===== config.mk =====
export PLATFORM = sky130hd
export DESIGN_NAME = cmp_share_arbiter
export DESIGN_NICKNAME = d
export VERILOG_FILES = /design/src/rtl/cmp_share_arbiter.sv
export SDC_FILE = /design/constraint.sdc
export NUM_CORES = 1
export LEC_CHECK = 0
export ABC_AREA = 0
export CAP_MARGIN = 20
export CORE_UTILIZATION = 45
export DETAILED_ROUTE_END_ITERATION = 6
export GPL_TIMING_DRIVEN = 0
export PLACE_DENSITY = 0.78
export SKIP_LAST_GASP = 1
export SYNTH_ARGS = -nofsm -noshare
export SYNTH_HDL_FRONTEND = slang
export SYNTH_SLANG_ARGS = --single-unit

===== constraint.sdc =====
create_clock -name clk -period 1.9 [get_ports clk]
set_input_delay 0.475 -clock clk [delete_from_list [all_inputs] [get_ports clk]]
set_output_delay 0.475 -clock clk [all_outputs]
set_load 0.05 [all_outputs]

===== src/rtl/cmp_share_arbiter.sv =====
// Round-robin arbiter sharing one unsigned magnitude comparator among NREQ requesters.
// Optional statistics counters (cnt_less/cnt_equal/cnt_greater) are enabled by defining CMP_ARB_STATS_EN.
module cmp_share_arbiter #(
    parameter int NREQ = 4,
    parameter int W    = 2,
    parameter int IDW  = 2
) (
    input  logic              clk,
    input  logic              rst,
    input  logic [NREQ-1:0]   req,
    input  logic [NREQ*W-1:0] a_in,
    input  logic [NREQ*W-1:0] b_in,
    output logic [NREQ-1:0]   ack,
    output logic              res_valid,
    output logic [IDW-1:0]    res_id,
    output logic              less,
    output logic              equal,
    output logic              greater,
    output logic              busy
`ifdef CMP_ARB_STATS_EN
    ,
    output logic [7:0]        cnt_less,
    output logic [7:0]        cnt_equal,
    output logic [7:0]        cnt_greater
`endif
);

    localparam int PW = IDW + 1;

    typedef enum logic [1:0] {
        S_IDLE    = 2'd0,
        S_CAPTURE = 2'd1,
        S_RESULT  = 2'd2
    } state_t;

    state_t state_q, state_d;

    logic [IDW-1:0]  rr_ptr_q;
    logic [IDW-1:0]  gnt_id_q;
    logic [W-1:0]    a_q, b_q;
    logic            lt_q, eq_q, gt_q;
    logic            less_q, equal_q, greater_q;
    logic [IDW-1:0]  res_id_q;
    logic            res_valid_q;
    logic [NREQ-1:0] ack_q;

    logic [W-1:0]    a_arr [NREQ];
    logic [W-1:0]    b_arr [NREQ];
    logic [NREQ-1:0] gnt_onehot;

    generate
        for (genvar gi = 0; gi < NREQ; gi++) begin : g_slice
            assign a_arr[gi]      = a_in[gi*W +: W];
            assign b_arr[gi]      = b_in[gi*W +: W];
            assign gnt_onehot[gi] = (gnt_id_q == IDW'(gi));
        end
    endgenerate

    // First set request at or after rr_ptr, wrapping modulo NREQ.
    logic [IDW-1:0] gnt_d;
    logic           gnt_found;
    logic [PW-1:0]  scan_idx;
    logic [PW-1:0]  rr_ptr_inc;
    logic [IDW-1:0] rr_ptr_d;

    always_comb begin
        gnt_d     = '0;
        gnt_found = 1'b0;
        scan_idx  = '0;
        for (int k = 0; k < NREQ; k++) begin
            scan_idx = {1'b0, rr_ptr_q} + PW'(k);
            if (scan_idx >= PW'(NREQ)) begin
                scan_idx = scan_idx - PW'(NREQ);
            end
            if (!gnt_found && req[scan_idx[IDW-1:0]]) begin
                gnt_found = 1'b1;
                gnt_d     = scan_idx[IDW-1:0];
            end
        end
    end

    always_comb begin
        rr_ptr_inc = {1'b0, gnt_d} + PW'(1);
        rr_ptr_d   = rr_ptr_inc[IDW-1:0];
        if (rr_ptr_inc == PW'(NREQ)) begin
            rr_ptr_d = '0;
        end
    end

    always_comb begin
        state_d = state_q;
        case (state_q)
            S_IDLE:    if (gnt_found) state_d = S_CAPTURE;
            S_CAPTURE: state_d = S_RESULT;
            S_RESULT:  state_d = S_IDLE;
            default:   state_d = S_IDLE;
        endcase
    end

    always_ff @(posedge clk) begin
        if (rst) begin
            state_q <= S_IDLE;
        end else begin
            state_q <= state_d;
        end
    end

    // Outputs update together with res_valid so a consumer sees a coherent result.
    always_ff @(posedge clk) begin
        if (rst) begin
            rr_ptr_q    <= '0;
            gnt_id_q    <= '0;
            a_q         <= '0;
            b_q         <= '0;
            lt_q        <= 1'b0;
            eq_q        <= 1'b0;
            gt_q        <= 1'b0;
            less_q      <= 1'b0;
            equal_q     <= 1'b0;
            greater_q   <= 1'b0;
            res_id_q    <= '0;
            res_valid_q <= 1'b0;
            ack_q       <= '0;
        end else begin
            res_valid_q <= 1'b0;
            ack_q       <= '0;
            case (state_q)
                S_IDLE: begin
                    if (gnt_found) begin
                        gnt_id_q <= gnt_d;
                        a_q      <= a_arr[gnt_d];
                        b_q      <= b_arr[gnt_d];
                        rr_ptr_q <= rr_ptr_d;
                    end
                end
                S_CAPTURE: begin
                    lt_q <= (a_q < b_q);
                    eq_q <= (a_q == b_q);
                    gt_q <= (a_q > b_q);
                end
                S_RESULT: begin
                    less_q      <= lt_q;
                    equal_q     <= eq_q;
                    greater_q   <= gt_q;
                    res_id_q    <= gnt_id_q;
                    res_valid_q <= 1'b1;
                    ack_q       <= gnt_onehot;
                end
                default: ;
            endcase
        end
    end

`ifdef CMP_ARB_STATS_EN
    logic [7:0] cnt_less_q, cnt_equal_q, cnt_greater_q;

    always_ff @(posedge clk) begin
        if (rst) begin
            cnt_less_q    <= '0;
            cnt_equal_q   <= '0;
            cnt_greater_q <= '0;
        end else if (state_q == S_RESULT) begin
            if (lt_q && cnt_less_q != 8'hFF)       cnt_less_q    <= cnt_less_q + 8'd1;
            if (eq_q && cnt_equal_q != 8'hFF)      cnt_equal_q   <= cnt_equal_q + 8'd1;
            if (gt_q && cnt_greater_q != 8'hFF)    cnt_greater_q <= cnt_greater_q + 8'd1;
        end
    end

    assign cnt_less    = cnt_less_q;
    assign cnt_equal   = cnt_equal_q;
    assign cnt_greater = cnt_greater_q;
`endif

    assign ack       = ack_q;
    assign res_valid = res_valid_q;
    assign res_id    = res_id_q;
    assign less      = less_q;
    assign equal     = equal_q;
    assign greater   = greater_q;
    assign busy      = (state_q != S_IDLE);

endmodule

## Word level (Yosys, flattened, before mapping)

Index checks and enable logic that the tools add are counted.
W data, S select, Z words.

| storage, ports and cells | value |
|---|---|
| word-level logic and storage cells | 84 |
| output and inout port bits | 11 |
| flip-flop bits (word level) | 23 |
| input port bits | 22 |

| operators by class | value |
|---|---|
| add/subtract/negate cells | 8 |
| equal/unequal tests | 8 |
| bitwise logic cells | 2 |
| multiplexer cells | 30 |
| reductions and logical operators | 11 |
| order comparisons | 11 |

Operators by type and width:

| kind | count |
|---|---|
| $mux W2 | 14 |
| $ge A3 B3 Y1 const B | 4 |
| $lt A2 B3 Y1 const B | 4 |
| $mux W1 | 9 |
| $bmux W1 S2 | 4 |
| $bmux W2 S2 | 2 |
| $sub A2 B1 Y2 const B | 4 |
| $add A2 B1 Y3 const B | 2 |
| $add A2 B2 Y3 const B | 2 |
| $eq A2 B2 Y1 const B | 3 |
| $eq A2 B1 Y1 const B | 2 |
| $logic_not A2 Y1 | 2 |
| $pmux W2 S2 | 1 |
| $eq A3 B3 Y1 const B | 1 |
| $ge A2 B3 Y1 const B | 1 |
| $logic_and A1 B1 Y1 | 3 |
| $logic_not A1 Y1 | 3 |
| $not A2 Y3 | 1 |
| $eq A2 B2 Y1 | 1 |
| $gt A2 B2 Y1 | 1 |
| $lt A2 B2 Y1 | 1 |
| $ne A2 B2 Y1 const B | 1 |
| $reduce_and A2 Y1 | 1 |
| $reduce_bool A2 Y1 | 1 |
| 2 further kinds | 2 |

## Logic depth before layout (Yosys ltp)

Gate-level depths: netlist of run 1.

| logic depth | value |
|---|---|
| word-level depth | 18 |
| gate-level depth with buffers | 7 |
| gate-level depth less buffers | 7 |

## Worst setup path after synthesis of run 1

No wires, ideal clock.

| timing path | value |
|---|---|
| kind | reg-to-reg |
| from | register state_q[1] |
| to | register a_q[0] |
| slack | 0.412 ns |
| cell stages (with the launch flop) | 6 |
| setup time | 0.082 ns |
| arrival | 1.406 ns |
| buffers on the path | 0 |
| clock period less this slack | 1.488 ns |
| data required time | 1.818 ns |
| cell sequence | dfxtp_1 > or2_1 > a21o_1 > nor2_4 > nand2_1 > o221ai_1 |

| on the way | value |
|---|---|
| word-level cells in the longest chain between the ends | 2 |

RTL lines:

| what | RTL line | RTL |
|---|---|---|
| start, declared | 36 | `state_t state_q, state_d;` |
| start signal, assigned | 104 | `state_q <= state_d;` |
| $logic_not A2 Y1 | 127 | `case (state_q)` |
| $reduce_and A2 Y1 (no source line) | n/a |  |
| end signal, assigned | 131 | `a_q <= a_arr[gnt_d];` |
| end, declared | 40 | `logic [W-1:0] a_q, b_q;` |

Every way passes these cells.
A chain may end at the register's enable or synchronous reset.

## Worst setup path after layout of run 1

| timing path | value |
|---|---|
| from | input req[2] |
| to | register b_q[0] |

| on the way | value |
|---|---|
| word-level cells in the longest chain between the ends | 16 |
| elaborated cells between the ends (all ways) | 27 |
| those cells by class | 19 x mux; 1 x bitwise; 7 x reduce/logical |

RTL lines:

| what | RTL line | RTL |
|---|---|---|
| start, declared | 10 | `input logic [NREQ-1:0] req,` |
| $bmux W1 S2 | 75 | `if (!gnt_found && req[scan_idx[IDW-1:0]]) begin` |
| $mux W1 (implied by the code) | 75 |  |
| $mux W1 | 75 |  |
| $logic_not A1 Y1 | 75 |  |
| $logic_and A1 B1 Y1 | 75 |  |
| $mux W1 | 75 |  |
| $logic_not A1 Y1 | 75 |  |
| $logic_and A1 B1 Y1 | 75 |  |
| $mux W1 | 75 |  |
| $logic_not A1 Y1 | 75 |  |
| $logic_and A1 B1 Y1 | 75 |  |
| $mux W2 | 75 |  |
| $not A2 Y3 (implied by the code) | 132 | `b_q <= b_arr[gnt_d];` |
| $bmux W2 S2 | 132 |  |
| $mux W2 (implied by the code) (2 in a row) | 132 |  |
| end signal, assigned | 132 |  |
| end, declared | 40 |  |

Several ways; a longest one is shown, not always the timed one. The select of a mux whose other input is x is not followed.

==> metrics.txt, run 1 <==
status completed; sequential cell area 460 µm²; Main synth FF type dfxtp_1; sequential fraction of the synthesis area 44.2%; Die X 50.1 µm; headroom to the max-slew limit 67.5%; Post-Syn Instances 110; syn_area_per_cell 9.48 µm²; hold path cells 2; count of final hold-check violations 0; final hold slack 0.363 ns; worst path cell trace clkdlybuf4s50_1, nor2b_2, a21oi_1, o221ai_1, buf_6, mux2i_1, o221ai_1; DRC 0; total grt overflow 0; R2R cell count 6; Area Growth Syn to Fin 34.1%; GRT Util Overall 17.3%; layout net count 170; HP Class in2reg; synth unique cells 29; critical-path maximum fanout 9; hold path endpoint rr_ptr_q[1]$_SDFFE_PP0P_; CP startpoint kind input pin; dpl ws -0.181 ns; CTS tree yes; Num CTS Buffers 3; Fin Clk Skew 0.00354 ns; global-route wire length before repair 3380 µm; vias in the first global route 868; cell mode on critical path o221ai_1; share of layout cells above drive strength 1 8.97%; RR Startpoint rr_ptr_q[0]$_SDFFE_PP0P_; Sinks on Clock Net 23; IO Pins 33; Met2 Wirelength 967 µm; DRT Wirelength 1890 µm; WP buf/inv 2; most frequent cells in the layout dfxtp_1 (23), clkdlybuf4s50_1 (20), nor2_1 (16), mux2i_1 (14), dlygate4sd2_1 (10); largest area contributor in the netlist dfxtp_1; drt wl/cell 10.9 µm; Tot Pwr 1.11 mW; clk_lat worst skew 0.31 ns; # H-tree levels 1; WP data required 2.09 ns; register-to-register path setup slack 0.45 ns; Post-synth ARST share 0%; clock buffer depth 2; slowest stage delay, CP 0.48 ns; Worst setup EP type register; Rows 17; gpl congestion 0.726; Yosys reg bits 23; Syn Nets 134; core area 2190 µm²; I/O Buffers 31; max cap viols 0; vias per inst 5.16; n_diodes 0; Max Slew Vio Count 0; starting density of the core 47.6%; clock-pin slew on the worst setup and hold paths 0.12 ns; Synth Cell Area 1040 µm²; period utilization 92.5%; yosys warns 0; Crit Path Category in2reg; DR pass1 iterations 4; Root Driver clkbuf_4; Area contributors post-synth dfxtp_1 (44%), mux2i_1 (13%), nor2_1 (5.8%), o221ai_1 (4.2%), a21oi_1 (3.8%); final core occ 63.8%; slowest CP cell clkdlybuf4s50_1; wire length on met3 84 µm; setup repair bufs after CTS 0; initial antenna violation count 0; Via Count 892; layout filler cell count 206; power density over the cells 794 nW/µm²; Crit path max-delay family buffers and inverters; RR Endpoint rr_ptr_q[1]$_SDFFE_PP0P_; fin crit period 1.76 ns; Leak 0.625 nW; Post-synth EDFFs 0; IR drop worst, VDD 0.000398 V; Slew @ Worst Pin 0.489 ns; RSZ-0062 raised after global routing no; fmax 569 MHz; commonest non-fill, non-tap cell in the layout dfxtp_1; Worst EP arrival 1.95 ns; top cell type's share of synthesized area 44.2%; Detail Route Antenna Nets 0; Worst Setup Slack, final 0.143 ns; die height 50.1 µm; dpl hpwl 1540 µm; M1 WL 814 µm; Multi-input gate area 532 µm²; CP Depth 7; largest net degree at the start of global routing 14; hold wc startpoint rst; DR top layer met4; drt initial violations 14; Die ar. 2510 µm²; # setup viols final 0
==> timing repair <==
action | CTS | global route
pin swaps | 0 | 0
hold buffers | 0 | 0
resized for setup | 11 | 2
setup endpoints to repair | 11 | 1
==> through the flow <==
stage	area, µm²	TNS (ns)	instances
after floorplan	1040	0	110
final	1400	0	173
after detailed placement	1390	-0.845	169
after global routing	1400	0	173
after global placement	1390	-0.675	169
after CTS	1400	0	173
==> cells in the mapped netlist, types with 2 or more instances <==
library cell   n
a21oi_1        8
inv_1          5
ha_1           2
nor2_1        16
mux2i_1       14
dfxtp_1       23
nand3b_1       2
buf_6          2
nor3b_1        2
nor2b_1        3
o221ai_1       5
o21ai_0        2
nand2_1        8
nor2b_2        2
or3_1          2
==> cell families (layout without fill, tap and decap cells) <==
logic type / count (synthesis) / in the layout / share of synthesized area, %
DFF: 23 / 23 / 44.2
buffers and inverters: 9 / 44 / 4.80
adders and majority gates: 2 / 2 / 2.40
muxes: 14 / 14 / 13.4
and+or+nand+nor: 40 / 40 / 20.4
AOI/OAI and AO/OA: 21 / 21 / 13.9
xor gates and xnor gates: 1 / 1 / 0.840
==> registers in the layout (all words and copies together) (netlist names) <==
signal,count
ack,4
a_q,2
b_q,2
gnt_id_q,2
res_id,2
rr_ptr_q,2
state_q,2
eq_q,1
equal,1
greater,1
gt_q,1
less,1
lt_q,1
res_valid,1
==> routing by layer <==
metal,up-vias,global-route usage (%)
li1,460,-
met1,403,19.0
met2,27,32.7
met3,2,1.85
met4,0,7.14
met5,-,0
==> final cells by class <==
type | count | area share, %
inverter | 5 | 1.34
timing repair buffer | 31 | 20.9
buffer | 4 | 2.24
clock buffer | 3 | 1.61
multi-input combinational | 78 | 38.0
clock inverter | 1 | 0.358
tap | 28 | 2.51
sequential | 23 | 32.9
==> how the worst max path moves through the flow <==
stage                                  from                  end  slack (ns)
global placement                     req[2]  a_q[1]$_SDFFE_PP0P_       -0.16
detailed placement                   req[2]  a_q[1]$_SDFFE_PP0P_       -0.18
finish                               req[2]  b_q[0]$_SDFFE_PP0P_        0.14
floorplan           state_q[1]$_SDFFE_PP0P_  a_q[0]$_SDFFE_PP0P_        0.41
global route                         req[2]  b_q[0]$_SDFFE_PP0P_        0.03
CTS                 state_q[0]$_SDFFE_PP0P_                 busy        0.04
==> report_power, final <==
part           internal (mW)  leakage (nW)  switching (mW)  total, mW
clock network         0.0786        0.0177           0.141      0.220
registers              0.529         0.188          0.0302      0.559
logic                  0.160         0.419           0.170      0.331
total                  0.768         0.625           0.342       1.11
Power figures use the tool's default switching activity.
==> run 2, diff against run 1 <==
CORE_UTILIZATION = 40   (was 45)
PLACE_DENSITY = 0.73   (was 0.78)
SKIP_LAST_GASP = not set   (was 1)
clock period = 1.5 ns   (was 1.9 ns; I/O delays follow)
==> metrics.txt, run 2 (synthesis gave the netlist of run 1 again) <==
status completed; RR Startpoint rr_ptr_q[0]$_SDFFE_PP0P_; HP Class in2reg; # setup viols final 0 (unchanged); largest net degree at the start of global routing 13 (-1); Flop pwr share 48.6% (-1.8 points); drt wl/cell 12.2 µm (+11%); dpl hpwl 1600 µm (+3.6%); CTS tree yes; layout net count 171 (+0.59%); Worst setup EP type register; initial antenna violation count 0 (unchanged); Fin Clk Skew 0.00326 ns (-0.000277 ns); IO Pins 33 (unchanged); Crit Path Category in2reg; vias per inst 5.09 (-1.4%); Sw Ratio 31.6% (+0.77 points); Detail Route Antenna Nets 0 (unchanged); clock power share 19.6% (-0.2 points); Area Growth Syn to Fin 41.3%; fin crit period 1.45 ns; Worst EP arrival 1.69 ns (-0.26 ns); clk_lat worst skew 0.31 ns (about the same); RSZ-0062 raised after global routing yes; setup_tns 0 ns (unchanged); core area 2480 µm² (+13%); hold wc startpoint rst; final hold slack 0.256 ns (-0.107 ns); internal cell power 1.00 mW (+31%); register-to-register path setup slack 0.11 ns (-0.34 ns); fmax 689 MHz; # H-tree levels 1 (unchanged); die height 53.0 µm (+5.8%); max FFs per register 4 (unchanged); combinational share of power 31.8% (+2.0 points); clock buffer depth 2 (unchanged); commonest non-fill, non-tap cell in the layout dfxtp_1; sw power 0.463 mW (+36%); Slew @ Worst Pin 0.455 ns (-0.0340 ns); sequential cell area 463 µm² (+0.54%); Via Count 895 (+0.34%); layout filler cell count 233 (+13%); dpl ws -0.569 ns (-0.388 ns); critical-path maximum fanout 4 (-5); Sinks on Clock Net 23 (unchanged); IR drop worst, VDD 0.000729 V (+83%); Multi-input gate area 569 µm² (+7.1%); headroom to the max-slew limit 69.7% (+2.1 points); starting density of the core 42.1% (-5.5 points); Worst Setup Slack, final 0.0497 ns (-0.0934 ns); CP startpoint kind input pin; Leak 0.596 nW (-4.6%); most frequent cells in the layout dfxtp_1 (21), nor2_1 (16), clkdlybuf4s50_1 (16), mux2i_1 (13), clkdlybuf4s15_2 (10); Max Slew Vio Count 0 (unchanged); total grt overflow 0 (unchanged); worst setup path startpoint req[2]; power density over the cells 997 nW/µm² (+26%); count of final hold-check violations 0 (unchanged); n_diodes 0 (unchanged); DRT Wirelength 2140 µm (+13%); global-route wire length before repair 3700 µm (+9.4%); max cap viols 0 (unchanged); vias in the first global route 890 (+2.5%); DRC 0 (unchanged); Die X 53.0 µm (+5.8%); setup repair bufs after CTS 0 (unchanged); Num CTS Buffers 3 (unchanged); GRT Util Overall 18.2% (+0.90 points); DR pass1 iterations 3 (-1); drt initial violations 13 (-1); Placed Cells 171 (+1.2%); WP data required 1.74 ns (-0.35 ns); share of layout cells above drive strength 1 23.3% (+14 points); Finished Layout Cells 176 (+1.7%); Root Driver clkbuf_4; Die ar. 2810 µm² (+12%); gpl congestion 0.745 (+2.6%); I/O Buffers 31 (unchanged); Rows 18 (+1); final core occ 59.4% (-4.3 points); clock-pin slew on the worst setup and hold paths 0.12 ns (about the same); period utilization 96.7%
## run 2: final cells by class
class,count,area share (%)
inverter,5,1.27
multi-input combinational,78,38.7
buffer,4,2.12
timing repair buffer,32,22.2
tap,30,2.55
sequential,23,31.4
clock buffer,4,1.78
## run 2: path summary, 6_finish.rpt
path | to | depth (start not counted)
worst max-delay path | b_q[1]$_SDFFE_PP0P_ | 6
worst min-delay path | rr_ptr_q[1]$_SDFFE_PP0P_ | 2
worst max register to register | b_q[1]$_SDFFE_PP0P_ | 6
worst min register to register | ack[1]$_SDFF_PP0_ | 2
## run 2: power groups by stage
stage	combinational [mW]	sequential (mW)	clock, mW
finish	0.467	0.713	0.287
global route	0.511	0.722	0.317
floorplan	0.290	0.732	0
CTS	0.460	0.711	0.296
global placement	0.418	0.721	0
detailed placement	0.431	0.723	0
## run 2: worst max-delay path, cell delays in order
cell,delay (ns)
dlygate4sd2_1,0.26
nor2b_2,0.17
a21boi_0,0.13
o32a_1,0.37
nand2b_4,0.19
o221ai_2,0.18
## run 2: metal layers
| layer | share of wire, % | wire (µm) | GRT usage (%) |
|---|---|---|---|
| met5 | 0 | 0 | 0 |
| met4 | 0.98 | 21 | 7.46 |
| met3 | 4.6 | 99 | 6.90 |
| met2 | 49 | 1050 | 31.2 |
| met1 | 45 | 969 | 19.8 |
## run 2: timing repair
item                                    CTS  global route
hold buffers                              0             0
gates resized for setup                  49             5
gates cloned                              1             0
pin swaps                                 4             2
endpoints found under the setup margin   16             6
## run 2: stage by stage
step	cell area, µm²	power, mW
2_1_floorplan	1040	1.02
3_3_place_gp	1390	1.14
3_5_place_dp	1390	1.15
4_1_cts	1460	1.47
5_1_grt	1470	1.55
6_report	1470	1.47
